<file path="config.mk">
export PLATFORM = sky130hd
export DESIGN_NAME = mem_port_arbiter
export DESIGN_NICKNAME = d
export VERILOG_FILES = /design/src/rtl/mem_port_arbiter_pkg.sv /design/src/rtl/mem_port_arbiter_prio_starve.sv /design/src/rtl/mem_port_arbiter.sv
export SDC_FILE = /design/constraint.sdc
export NUM_CORES = 1
export LEC_CHECK = 0
export ABC_AREA = 1
export CAP_MARGIN = 0
export CORE_AREA = 2 2 345 347
export DETAILED_ROUTE_END_ITERATION = 8
export DIE_AREA = 0 0 347 349
export DONT_BUFFER_PORTS = 1
export SYNTH_ARGS = -nofsm -noshare
export SYNTH_HDL_FRONTEND = slang
export SYNTH_SLANG_ARGS = --single-unit
</file>
<file path="constraint.sdc">
create_clock -name clk -period 5 [get_ports clk]
set_input_delay 0.5 -clock clk [delete_from_list [all_inputs] [get_ports clk]]
set_output_delay 0.5 -clock clk [all_outputs]
set_load 0.005 [all_outputs]
</file>
<file path="src/rtl/mem_port_arbiter_pkg.sv">
// Shared types for the I/D memory-port arbiter: FSM states, owner tag,
// request layout and the saturating starvation-counter helper.
package mem_port_arbiter_pkg;

   localparam int ADDR_WIDTH = 64;
   localparam int DATA_WIDTH = 128;
   localparam int MASK_WIDTH = DATA_WIDTH / 8;

   typedef enum logic [1:0] {IDLE, ISSUE, WAIT} arb_state_e;
   typedef enum logic {OWN_I, OWN_D} owner_e;

   typedef struct packed {
      logic                  wen;
      logic [ADDR_WIDTH-1:0] addr;
      logic [DATA_WIDTH-1:0] wdata;
      logic [MASK_WIDTH-1:0] wmask;
   } mem_req_t;

   typedef logic [3:0] starve_cnt_t;

   function automatic starve_cnt_t starve_sat_inc(input starve_cnt_t c);
      return (c == '1) ? c : starve_cnt_t'(c + 1'b1);
   endfunction

endpackage

</file>
<file path="src/rtl/mem_port_arbiter_prio_starve.sv">
// Grant selection between I and D: D wins unless the I side has already
// lost STARVE_LIMIT consecutive decisions while it was eligible.
module arb_prio_starve #(
   parameter int STARVE_LIMIT = 4
) (
   input  logic clk_i,
   input  logic rstn_i,
   input  logic idle_i,
   input  logic i_valid_i,
   input  logic d_valid_i,
   input  logic fence_flush_i,
   output logic grant_i_o,
   output logic grant_d_o
);
   import mem_port_arbiter_pkg::*;

   localparam starve_cnt_t LIMIT = starve_cnt_t'(STARVE_LIMIT);

   starve_cnt_t starve_q, starve_d;
   logic        i_elig;

   assign i_elig    = i_valid_i & ~fence_flush_i;
   assign grant_d_o = idle_i & d_valid_i & (~i_elig | (starve_q < LIMIT));
   assign grant_i_o = idle_i & i_elig & ~grant_d_o;

   always_comb begin
      starve_d = starve_q;
      if (grant_d_o && i_elig)
         starve_d = starve_sat_inc(starve_q);
      else if (grant_d_o || grant_i_o)
         starve_d = '0;
   end

   always_ff @(posedge clk_i or negedge rstn_i) begin
      if (!rstn_i) starve_q <= '0;
      else         starve_q <= starve_d;
   end

endmodule

</file>
<file path="src/rtl/mem_port_arbiter.sv">
// Shares one downstream cache-line port between Icache refill and Dcache
// refill/writeback; one transaction in flight, I fetches droppable on fence.
module mem_port_arbiter #(
   parameter int ADDR_WIDTH   = 64,
   parameter int DATA_WIDTH   = 128,
   parameter int MASK_WIDTH   = DATA_WIDTH / 8,
   parameter int STARVE_LIMIT = 4
) (
   input  logic                  clk,
   input  logic                  rstn,
   input  logic                  fence_flush,
   input  logic                  i_req_valid,
   input  logic [ADDR_WIDTH-1:0] i_req_addr,
   output logic                  i_req_ready,
   output logic                  i_resp_valid,
   output logic [DATA_WIDTH-1:0] i_resp_data,
   input  logic                  d_req_valid,
   input  logic                  d_req_wen,
   input  logic [ADDR_WIDTH-1:0] d_req_addr,
   input  logic [DATA_WIDTH-1:0] d_req_wdata,
   input  logic [MASK_WIDTH-1:0] d_req_wmask,
   output logic                  d_req_ready,
   output logic                  d_resp_valid,
   output logic [DATA_WIDTH-1:0] d_resp_data,
   output logic                  m_req_valid,
   input  logic                  m_req_ready,
   output logic                  m_req_wen,
   output logic [ADDR_WIDTH-1:0] m_req_addr,
   output logic [DATA_WIDTH-1:0] m_req_wdata,
   output logic [MASK_WIDTH-1:0] m_req_wmask,
   input  logic                  m_resp_valid,
   input  logic [DATA_WIDTH-1:0] m_resp_data
);
   import mem_port_arbiter_pkg::*;

   arb_state_e            state_q, state_d;
   owner_e                owner_q, owner_d;
   logic                  drop_q, drop_d;
   logic                  wen_q, wen_d;
   logic [ADDR_WIDTH-1:0] addr_q, addr_d;
   logic [DATA_WIDTH-1:0] wdata_q, wdata_d;
   logic [MASK_WIDTH-1:0] wmask_q, wmask_d;
   logic                  idle, grant_i, grant_d, resp_hit, flush_own;

   // Grants are gated by rstn so the ready pulses are also silent in reset.
   assign idle      = rstn & (state_q == IDLE);
   assign resp_hit  = (state_q == WAIT) & m_resp_valid;
   assign flush_own = fence_flush & (owner_q == OWN_I);

   arb_prio_starve #(
      .STARVE_LIMIT(STARVE_LIMIT)
   ) u_prio (
      .clk_i        (clk),
      .rstn_i       (rstn),
      .idle_i       (idle),
      .i_valid_i    (i_req_valid),
      .d_valid_i    (d_req_valid),
      .fence_flush_i(fence_flush),
      .grant_i_o    (grant_i),
      .grant_d_o    (grant_d)
   );

   always_ff @(posedge clk or negedge rstn) begin
      if (!rstn) begin
         state_q <= IDLE;
         owner_q <= OWN_D;
         drop_q  <= 1'b0;
         wen_q   <= 1'b0;
         addr_q  <= '0;
         wdata_q <= '0;
         wmask_q <= '0;
      end else begin
         state_q <= state_d;
         owner_q <= owner_d;
         drop_q  <= drop_d;
         wen_q   <= wen_d;
         addr_q  <= addr_d;
         wdata_q <= wdata_d;
         wmask_q <= wmask_d;
      end
   end

   always_comb begin
      state_d = state_q;
      owner_d = owner_q;
      drop_d  = drop_q;
      wen_d   = wen_q;
      addr_d  = addr_q;
      wdata_d = wdata_q;
      wmask_d = wmask_q;
      case (state_q)
         IDLE: begin
            if (grant_d) begin
               owner_d = OWN_D;
               wen_d   = d_req_wen;
               addr_d  = d_req_addr;
               wdata_d = d_req_wdata;
               wmask_d = d_req_wmask;
               state_d = ISSUE;
            end else if (grant_i) begin
               owner_d = OWN_I;
               wen_d   = 1'b0;
               addr_d  = i_req_addr;
               wdata_d = '0;
               wmask_d = '0;
               state_d = ISSUE;
            end
         end
         // A flushed fetch still completes its handshake; only the reply is dropped.
         ISSUE: begin
            if (flush_own)   drop_d  = 1'b1;
            if (m_req_ready) state_d = WAIT;
         end
         WAIT: begin
            if (resp_hit) begin
               drop_d  = 1'b0;
               state_d = IDLE;
            end else if (flush_own) begin
               drop_d = 1'b1;
            end
         end
         default: state_d = IDLE;
      endcase
   end

   always_comb begin
      i_req_ready  = grant_i;
      d_req_ready  = grant_d;
      m_req_valid  = (state_q == ISSUE);
      i_resp_valid = 1'b0;
      i_resp_data  = '0;
      d_resp_valid = 1'b0;
      d_resp_data  = '0;
      if (resp_hit) begin
         if (owner_q == OWN_I) begin
            if (!(drop_q || fence_flush)) begin
               i_resp_valid = 1'b1;
               i_resp_data  = m_resp_data;
            end
         end else begin
            d_resp_valid = 1'b1;
            d_resp_data  = wen_q ? '0 : m_resp_data;
         end
      end
   end

   assign m_req_wen   = wen_q;
   assign m_req_addr  = addr_q;
   assign m_req_wdata = wdata_q;
   assign m_req_wmask = wmask_q;

endmodule
</file>
* After elaboration in Yosys (flattened, before gate mapping)
Cells that the tools add are included.
** Word-level totals
- Bits in writable memories :: 0
- Input port bits :: 408
- Memories :: 0
- Memory bits (read-only) :: 0
- Register bits after elaboration :: 217
- Logic and storage cells :: 71
- Output and inout bits :: 470
- Bits in latches :: 0
** Operators by class
- Equal/unequal tests :: 7
- Add/subtract/negate cells :: 1
- Shift operators :: 0
- Order comparisons :: 1
- Bitwise gates (word level) :: 13
- Multiplexer cells :: 31
- Reduce and logical (&&, ||, !) cells :: 10
- Divide/modulo/power cells :: 0
- Multiply operators :: 0
** Operators by type and width (count)
- 2-to-1 mux 128 bit :: 8
- 2-to-1 mux 64 bit :: 2
- 2-to-1 mux 16 bit :: 2
- 2-to-1 mux 4 bit :: 3
- 2-to-1 mux 1 bit :: 10
- bitwise AND 1 bit :: 8
- 2-to-1 mux 2 bit :: 4
- one-hot mux 2 bit (3 select lines) :: 1
- nonzero test 2 bit :: 3
- adder 4 x 1 -> 4 bit (second input constant) :: 1
- == test 4 bit (second input constant) :: 1
- < comparator 4 x 3 -> 1 bit (second input constant) :: 1
- inequality test 2 bit (second input constant) :: 2
- inverter 1 bit :: 4
- AND reduction 2 bit :: 2
- inequality test 3 x 1 -> 1 bit (second input constant) :: 1
- AND reduction 3 bit :: 1
- == test 2 x 1 -> 1 bit (second input constant) :: 1
- == test 2 bit (second input constant) :: 1
- logical NOT 2 bit :: 1
- logical OR 1 bit :: 2
- inequality test 2 x 1 -> 1 bit (second input constant) :: 1
- one-hot mux 1 bit (2 select lines) :: 1
- logical AND 1 bit :: 1
- bitwise OR 1 bit :: 1

* Depth between registers and ports, before layout
Gate-level depths: netlist (run 1).
- Depth in word-level cells :: 10
- Depth in mapped cells :: 10

* Modules after synthesis
From an unflattened synthesis (run 1), not the netlist that was laid out.
** Second synthesis, totals
- Cells, all modules :: 1574
- Area total of the unflattened synthesis :: 10872.9 um^2
** Modules (own cells, without submodules)
- mem_port_arbiter :: cells each 1541, times used 1, sequential area each 5331.4 um^2, area an instance 10632.7 um^2
- arb_prio_starve :: cells each 33, times used 1, sequential area each 100.1 um^2, area an instance 240.2 um^2

* Least setup slack after synthesis (run 1)
No wires, ideal clock.
- Path type :: reg2out
- Start point :: reg state_q[0]
- End point :: out d_resp_data[100]
- Slack :: 3048 ps
- Cell stages (with the launch flop) :: 9
- Data arrival time :: 1452 ps
- Buffers on the path :: 2
- Cell sequence :: dfrtp_1 inv_1 ha_1 nand2_1 nor2_1 nand2_1 clkbuf_1 clkbuf_1 nor2_1
** Between the ends
- Cells in the longest elaborated chain, start to end :: 3
** Ends and longest elaborated chain
- start: declaration :: line mem_port_arbiter.sv:36 : arb_state_e state_q, state_d;
- start signal: assignment :: line mem_port_arbiter.sv:73 : state_q <= state_d;
- == test 2 bit :: line mem_port_arbiter.sv:47 : assign resp_hit = (state_q == WAIT) & m_resp_valid;
- bitwise AND 1 bit :: line mem_port_arbiter.sv:47
- 2-to-1 mux 128 bit :: line mem_port_arbiter.sv:134 : if (resp_hit) begin
- end: declaration :: line mem_port_arbiter.sv:24 : output logic [DATA_WIDTH-1:0] d_resp_data,
Every way passes these cells.

* Worst setup path in the final report (run 1)
- Start point :: reg state_q[0]
- End point :: out i_req_ready
** Between the ends
- Cells in the longest elaborated chain, start to end :: 6
** Ends and longest elaborated chain
- logical NOT 2 bit * :: line mem_port_arbiter.sv:46 : assign idle = rstn & (state_q == IDLE);
- bitwise AND 1 bit * :: line mem_port_arbiter.sv:46
- bitwise AND 1 bit (2 in a row) :: line mem_port_arbiter_prio_starve.sv:23 : assign grant_d_o = idle_i & d_valid_i & (~i_elig | (starve_q < LIMIT));
- inverter 1 bit :: line mem_port_arbiter_prio_starve.sv:24 : assign grant_i_o = idle_i & i_elig & ~grant_d_o;
- bitwise AND 1 bit * :: line mem_port_arbiter_prio_starve.sv:24
- end: declaration :: line mem_port_arbiter.sv:14 : output logic i_req_ready,
Mark *: on every way between the ends. The rest lies on a longest branch, timed or not.

==> flow_metrics.tcl, run 1 <==
set metrics [dict create \
    status "complete, but fails checks" \
    violations "negative hold slack" \
    crit_chain "inv_1 > ha_1 > nand2_1 > inv_1 > nand2_8 > buf_4 > nor2_1" \
    syn_nets 1872 \
    cts_max_level 1 \
    cpPeakStageDelay_ns 0.70 \
    worstMarginPinSlew_ns 1.26 \
    critical_path_arrival_ns 2.94 \
    power_frac_seq_pct 48.9 \
    p_switching_mw 2.67 \
    ys_types 20 \
    fin_crit_ns 3.44 \
    skew_ns 0.0302 \
    setup_viol 0 \
    drt-total-wl_um 69300 \
    hpwl_um 55200 \
    synthTopCellsByArea "dfrtp_1, nand3_1, nand2_1" \
    grt_max_degree 220 \
    slew_viol_final 0 \
    ctsResizeCount 0 \
    ir_drop_v 0.000273 \
    drt_iter0_markers 1433 \
    synthArstFlopShare_pct 100 \
    drt_pass1_iterations 6 \
    end_kind "output port" \
    cts-root-buf "clkbuf_16" \
    ff2ff_setup_slack_ns 2.25 \
    grt_pass1_wl_um 87800 \
    rsz0062_at_grt "false" \
    synth_edf_count 0 \
    critical-path-slowest-cell "buf_4" \
    cts_tree "yes" \
    cts_hold_buf 126 \
    grt_pass1_vias 10300 \
    core_area_sq_um 117000 \
    clock_latency_ns 0.59 \
    p_clk_share_pct 28.2 \
    power_frac_comb_pct 22.9 \
    holdWs_ns -0.394 \
    synthToLayoutAreaGrowth_pct 35.6 \
    p_total_mw 7.00 \
    cts_buffers 27 \
    critPathRequiredTime_ns 4.50 \
    ioPinCount 878 \
    crit_path_start_kind "register" \
    grt_overflow_total 0 \
    syn_inst 1459 \
    ys.flop_type "dfrtp_1" \
    leakage_nw 6.95 \
    nNetsFinal 1929 \
    path_class "reg2out" \
    multi_input_area_sq_um 4260 \
    critPathMaxFanout 78 \
    clockBufferDepth 3 \
    yosys_warnings 0 \
    synth_top_area_cell "dfrtp_1" \
    ys_ff_latch 217 \
    fp.dieW_um 347 \
    synth_area_sq_um 10700 \
    p_int_mw 4.32 \
    crit_top_cell "inv_1" \
    area.sequential_sq_um 5430 \
    fill_cells 13400 \
    hold_viol 216 \
    die_h_um 349 \
    cts_sinks 217 \
    viasPerCell 3.65 \
    port_buffers 0 \
    post-cts-setup-buffer-count 0 \
    ys_top_cells_by_count "nand2_1, nand3_1, nor2_1" \
    clk_pin_slew_worst_paths_ns 0.06 \
    dr_total_vias 11300 \
    seq_area_frac_synth_pct 50.9 \
    wl_per_cell_um 22.4 \
    antenna_found_initial 68 \
    power.density_nw_per_um2 484 \
    synthDominantCellAreaShare_pct 50.7 \
    rows 126 \
    globalplace.congestion 0.886 \
    drive_gt1_share_pct 4.23 \
    setup_tns_ns 0 \
    p_sw_share_pct 38.2 \
    dieArea_sq_um 121000 \
    syn_area_per_cell_sq_um 7.31 \
    period_share_pct 68.9 \
    yosysMostFrequentCell "nand2_1" \
    grt.total_usage_pct 10.5 \
    drv_cap 0 \
    start_util_pct 9.08 \
    ant_nets 0 \
    hold_class "in2async" \
    max_clock_freq_mhz 290 \
    relSlewSlack_pct 15.8 \
    drcViolationCount 0 \
]
[cell usage in the layout, fill, tap and decap left out, drive strengths merged]
| master | instances |
|---|---|
| bufinv | 1 |
| dfstp | 1 |
| dfrtp | 216 |
| clkinv | 1 |
| diode | 17 |
| a31oi | 2 |
| clkbuf | 41 |
| nand3b | 1 |
| buf | 13 |
| o21ai | 3 |
| xor2 | 1 |
| clkinvlp | 2 |
| inv | 147 |
| nand4 | 1 |
| ha | 5 |
| nor2 | 261 |
| dlygate4sd3 | 126 |
| nand3 | 345 |
| nand2 | 370 |
[final timing paths]
| check | endpoint | cells after the start | from |
|---|---|---|---|
| max | i_req_ready | 7 | state_q[0] |
| min in group clk | m_req_wdata[94] | 2 | d_req_wdata[94] |
| min reg2reg | u_prio.starve_q[3] | 2 | u_prio.starve_q[3] |
| min | m_req_wdata[3] | 0 | rstn |
| max reg2reg | m_req_addr[54] | 7 | state_q[0] |
| max in group asynchronous | owner_q | 0 | rstn |
[critical path: cells and delay by family, from the launching register on]
kind          cells  cell delay (ns)
simple gates      3             0.64
fa+ha+maj         1             0.29
buf+inv           3             0.89
flops             1             0.39
[power by group through the flow]
| stage | clock network, mW | registers (mW) | logic [mW] |
|---|---|---|---|
| floorplan | 0 | 3.06 | 1.18 |
| global placement | 0 | 3.46 | 1.43 |
| detailed placement | 0 | 3.44 | 1.51 |
| CTS | 2.06 | 3.43 | 1.58 |
| global route | 2.13 | 3.52 | 1.82 |
| finish | 1.97 | 3.42 | 1.60 |
[kinds of logic after synthesis]
group | after synthesis | synth area share (%)
AO/OA/AOI/OAI | 5 | 0.258
adder cells (fa/ha/maj) | 5 | 0.586
XOR/XNOR | 1 | 0.0821
flip-flops | 217 | 50.9
AND/OR/NAND/NOR | 978 | 38.6
buffers and inverters | 253 | 9.55
[final cells by class]
type	instances	share of cell area (%)
diodes	17	0.294
clock buffers	41	5.52
clock inverters	9	0.683
inverters	142	3.74
multi-input cells	989	29.5
flip-flops and latches	217	37.5
well taps	1536	13.3
repair buffers	139	9.48
[flip-flops by register name, summed over array words and instances, names as in the netlist]
name / count
m_req_wdata: 128
m_req_wmask: 16
state_q: 2
m_req_addr: 64
owner_q: 1
drop_q: 1
u_prio.starve_q: 4
m_req_wen: 1
[per-layer routing]
layer	share of wire, %	GRT usage [%]	wire, um
met4	4.5	3.43	3110
met5	0.26	0.720	181
met1	36	11.0	24600
met2	47	18.0	32600
met3	13	5.49	8740
[metrics by stage]
| step | instances | utilization (%) | area, sq um | setup slack (ns) |
|---|---|---|---|---|
| 4_1_cts | 3073 | 12.3 | 14400 | 1.55 |
| 2_1_floorplan | 1459 | - | 10700 | 3.05 |
| 3_5_place_dp | 2897 | 10.4 | 12300 | 2.19 |
| 6_report | 3090 | 12.3 | 14500 | 1.56 |
| 3_3_place_gp | 2897 | 10.4 | 12300 | 2.20 |
| 5_1_grt | 3085 | 12.3 | 14500 | 1.37 |
Power figures use the tool's default switching activity.
==> inputs of run 2 (changes only) <==
--- a/config.mk
+++ b/config.mk
@@ -5,11 +5,11 @@
 export SDC_FILE = /design/constraint.sdc
 export NUM_CORES = 1
 export LEC_CHECK = 0
-export ABC_AREA = 1
+export ABC_AREA = 0
 export CAP_MARGIN = 0
-export CORE_AREA = 2 2 345 347
+export CORE_AREA = 2 2 340 342
 export DETAILED_ROUTE_END_ITERATION = 8
-export DIE_AREA = 0 0 347 349
+export DIE_AREA = 0 0 342 344
 export DONT_BUFFER_PORTS = 1
 export SYNTH_ARGS = -nofsm -noshare
 export SYNTH_HDL_FRONTEND = slang
==> constraint.sdc (replaced) <==
create_clock -name clk -period 2.82 [get_ports clk]
set_input_delay 0.282 -clock clk [delete_from_list [all_inputs] [get_ports clk]]
set_output_delay 0.282 -clock clk [all_outputs]
set_load 0.005 [all_outputs]
==> run 2 against run 1 <==
Against the previous run:
- the flow still finishes with violations (negative hold slack)
- clock power is 89% higher
- critical endpoint is now i_resp_data[36]
- non-clock buffer count up 178
- sequential share of layout area is 3.8 points lower
- largest cell class unchanged
- global-route usage up 2.8 points
- final cell count down 7.2%
==> flow_metrics.tcl, run 2 <==
set metrics [dict create \
    yosysMostFrequentCell "and2_1" \
    synth_area_sq_um 10300 \
    end_kind "output port" \
    cts_tree "yes" \
    setup_viol 0 \
    crit_path_end "i_resp_data[36]" \
    synth_compound_area_share_pct 13.3 \
    synth_top_family_by_area "simple AND/OR/NAND/NOR gates" \
    drt_pass1_iterations 6 \
    pre_cts_slack_ns 0.577 \
    fin_crit_ns 2.71 \
    wl_per_cell_um 29.5 \
    largest_reg_flops 128 \
    synthAdderAreaFrac_pct 0.606 \
    reg2reg_from "state_q[0]" \
    nNetsFinal 1676 \
    final_core_util_pct 14.1 \
    hpwl_um 68700 \
    synthTopCellsByArea "dfrtp_1, and2_1, a22o_1" \
    ir_drop_v 0.000470 \
    power.density_nw_per_um2 856 \
    synthToLayoutAreaGrowth_pct 55.8 \
    ioPinCount 878 \
    most-common-layout-cells "dlygate4sd3_1, and2_1, dfrtp_1" \
    synth_mux_area_share_pct 0.109 \
    dr_total_vias 10300 \
    grt.total_usage_pct 13.3 \
    cts_hold_buf 281 \
    holdWs_ns -0.636 \
    drv_cap 0 \
    dieArea_sq_um 118000 \
    ant_nets 0 \
    placed_area_sq_um 12100 \
    ys_types 32 \
    syn_nets 1424 \
    cts_buffers 28 \
    worstMarginPinSlew_ns 0.960 \
    clock_latency_ns 0.63 \
    synthArstFlopShare_pct 100 \
    fp.dieW_um 342 \
    path_class "reg2out" \
    critPathMaxFanout 30 \
    critical_path_arrival_ns 2.42 \
    power_frac_seq_pct 47.6 \
    skew_ns 0.0170 \
    syn_area_per_cell_sq_um 10.2 \
    slew_viol_final 0 \
    synth-xor-area-share_pct 0 \
    p_clk_share_pct 27.0 \
    syn_inst 1011 \
    cts_sinks 217 \
    drive_gt1_share_pct 7.27 \
    r2r-end "m_req_addr[5]" \
    drt-total-wl_um 84600 \
    synth-simple-area-share_pct 28.1 \
    port_buffers 0 \
    power_frac_comb_pct 25.4 \
    clk_pin_slew_worst_paths_ns 0.06 \
    grt_pass1_wl_um 102000 \
    drt_iter0_markers 742 \
    seq_area_frac_synth_pct 52.6 \
    antenna_found_initial 104 \
    drcViolationCount 0 \
    crit_path_start_kind "register" \
    hold_viol 217 \
    yosys_warnings 0 \
    synth_edf_count 0 \
    reg2regPathDepth 8 \
    start_util_pct 9.07 \
    crit_start "state_q[0]" \
    max_clock_freq_mhz 370 \
    stdcell_area_sq_um 16100 \
    ys_ff_latch 217 \
    grt_max_degree 221 \
    core_area_sq_um 114000 \
    clockBufferDepth 3 \
    ys_top_cells_by_count "and2_1, dfrtp_1, nand3_1" \
    grt_overflow_total 0 \
    die_h_um 344 \
    relSlewSlack_pct 36.0 \
    cts_max_level 1 \
    globalplace.congestion 0.978 \
    worst_slack_ns 0.115 \
    leakage_nw 6.69 \
    synth_top_area_cell "dfrtp_1" \
    status "complete, but fails checks" \
    synthDominantCellAreaShare_pct 52.3 \
    violations "negative hold slack" \
    critPathRequiredTime_ns 2.54 \
    p_sw_share_pct 36.8 \
    cts-root-buf "clkbuf_16" \
    ff2ff_setup_slack_ns 0.24 \
    grt_pass1_vias 9564 \
    ys.flop_type "dfrtp_1" \
    p_int_mw 8.70 \
    p_switching_mw 5.07 \
    mostFrequentLayoutCell "dlygate4sd3_1" \
    viasPerCell 3.60 \
    period_share_pct 95.9 \
    hold_class "in2async" \
    rows 124 \
]
==> run 2: changes by cell type in the layout (fill, tap and decap cells not counted), sizes merged, moves of 139 or more <==
cell and delta:
nand2 -300, and2 +258, nor2 -256, dlygate4sd3 +155, nand3 -153, a22o +145, inv -139
==> run 2: cell type report <==
cell class	count	area [sq um]
Antenna cell	77	193
Inverter	5	18.8
Clock buffer	34	753
Multi-Input combinational cell	694	4390
Sequential cell	217	5430
Timing Repair Buffer	317	3250
Clock inverter	13	169
Fill cell	12800	97800
Tap cell	1512	1890
==> run 2: metrics by stage <==
step	hold WS, ns	TNS, ns	cells	power, mW
2_1_floorplan	-0.0136	0	1011	7.58
3_3_place_gp	-0.00893	0	2460	9.00
3_5_place_dp	-0.0101	0	2460	9.04
4_1_cts	-0.705	0	2788	13.9
5_1_grt	-0.679	-0.0386	2844	14.5
6_report	-0.636	0	2869	13.8
==> run 2: what timing repair did <==
| action | 4_1_cts | 5_1_grt |
|---|---|---|
| setup endpoints to repair | 3 | 12 |
| buffers inserted | 0 | 2 |
| cloned | 0 | 2 |
| endpoints found under the hold margin | 432 | 217 |
| resized for setup | 2 | 5 |
| pin swaps | 0 | 1 |
==> run 2: layer usage <==
metal | track usage (%) | part of all wire (%) | up-vias
li1 | - | - | 4093
met1 | 14.2 | 35 | 4968
met2 | 24.3 | 52 | 948
met3 | 3.82 | 9.1 | 302
met4 | 5.61 | 4.7 | 24
met5 | 0.280 | 0.16 | -
==> run 2: power by group through the flow <==
stage	combinational [mW]	sequential (mW)	clock, mW
finish	3.50	6.55	3.72
global route	3.82	6.71	3.96
CTS	3.39	6.58	3.89
detailed placement	2.46	6.58	0
global placement	2.35	6.65	0
floorplan	2.02	5.57	0
==> run 2: cells by family after synthesis <==
family | Yosys count
DFF | 217
muxes | 1
AOI/OAI and AO/OA | 159
and+or+nand+nor | 529
adders and majority gates | 5
buffers and inverters | 100
==> run 2: worst max-delay path, cell delays in order (launching register included) <==
cell	delay [ns]
dfrtp_1	0.40
inv_1	0.10
ha_1	0.20
nand2_2	0.11
nor4_4	0.30
buf_6	0.18
buf_12	0.12
buf_6	0.19
and2_1	0.19
==> run 2: how the worst min path moves through the flow <==
stage          start         endpoint  slack (ns)
2_1_floorplan   rstn           drop_q       -0.01
3_3_place_gp    rstn  m_req_wdata[49]      -0.009
3_5_place_dp    rstn  m_req_wdata[49]       -0.01
4_1_cts         rstn  m_req_wdata[49]       -0.71
5_1_grt         rstn        m_req_wen       -0.68
6_report        rstn  m_req_wdata[49]       -0.64
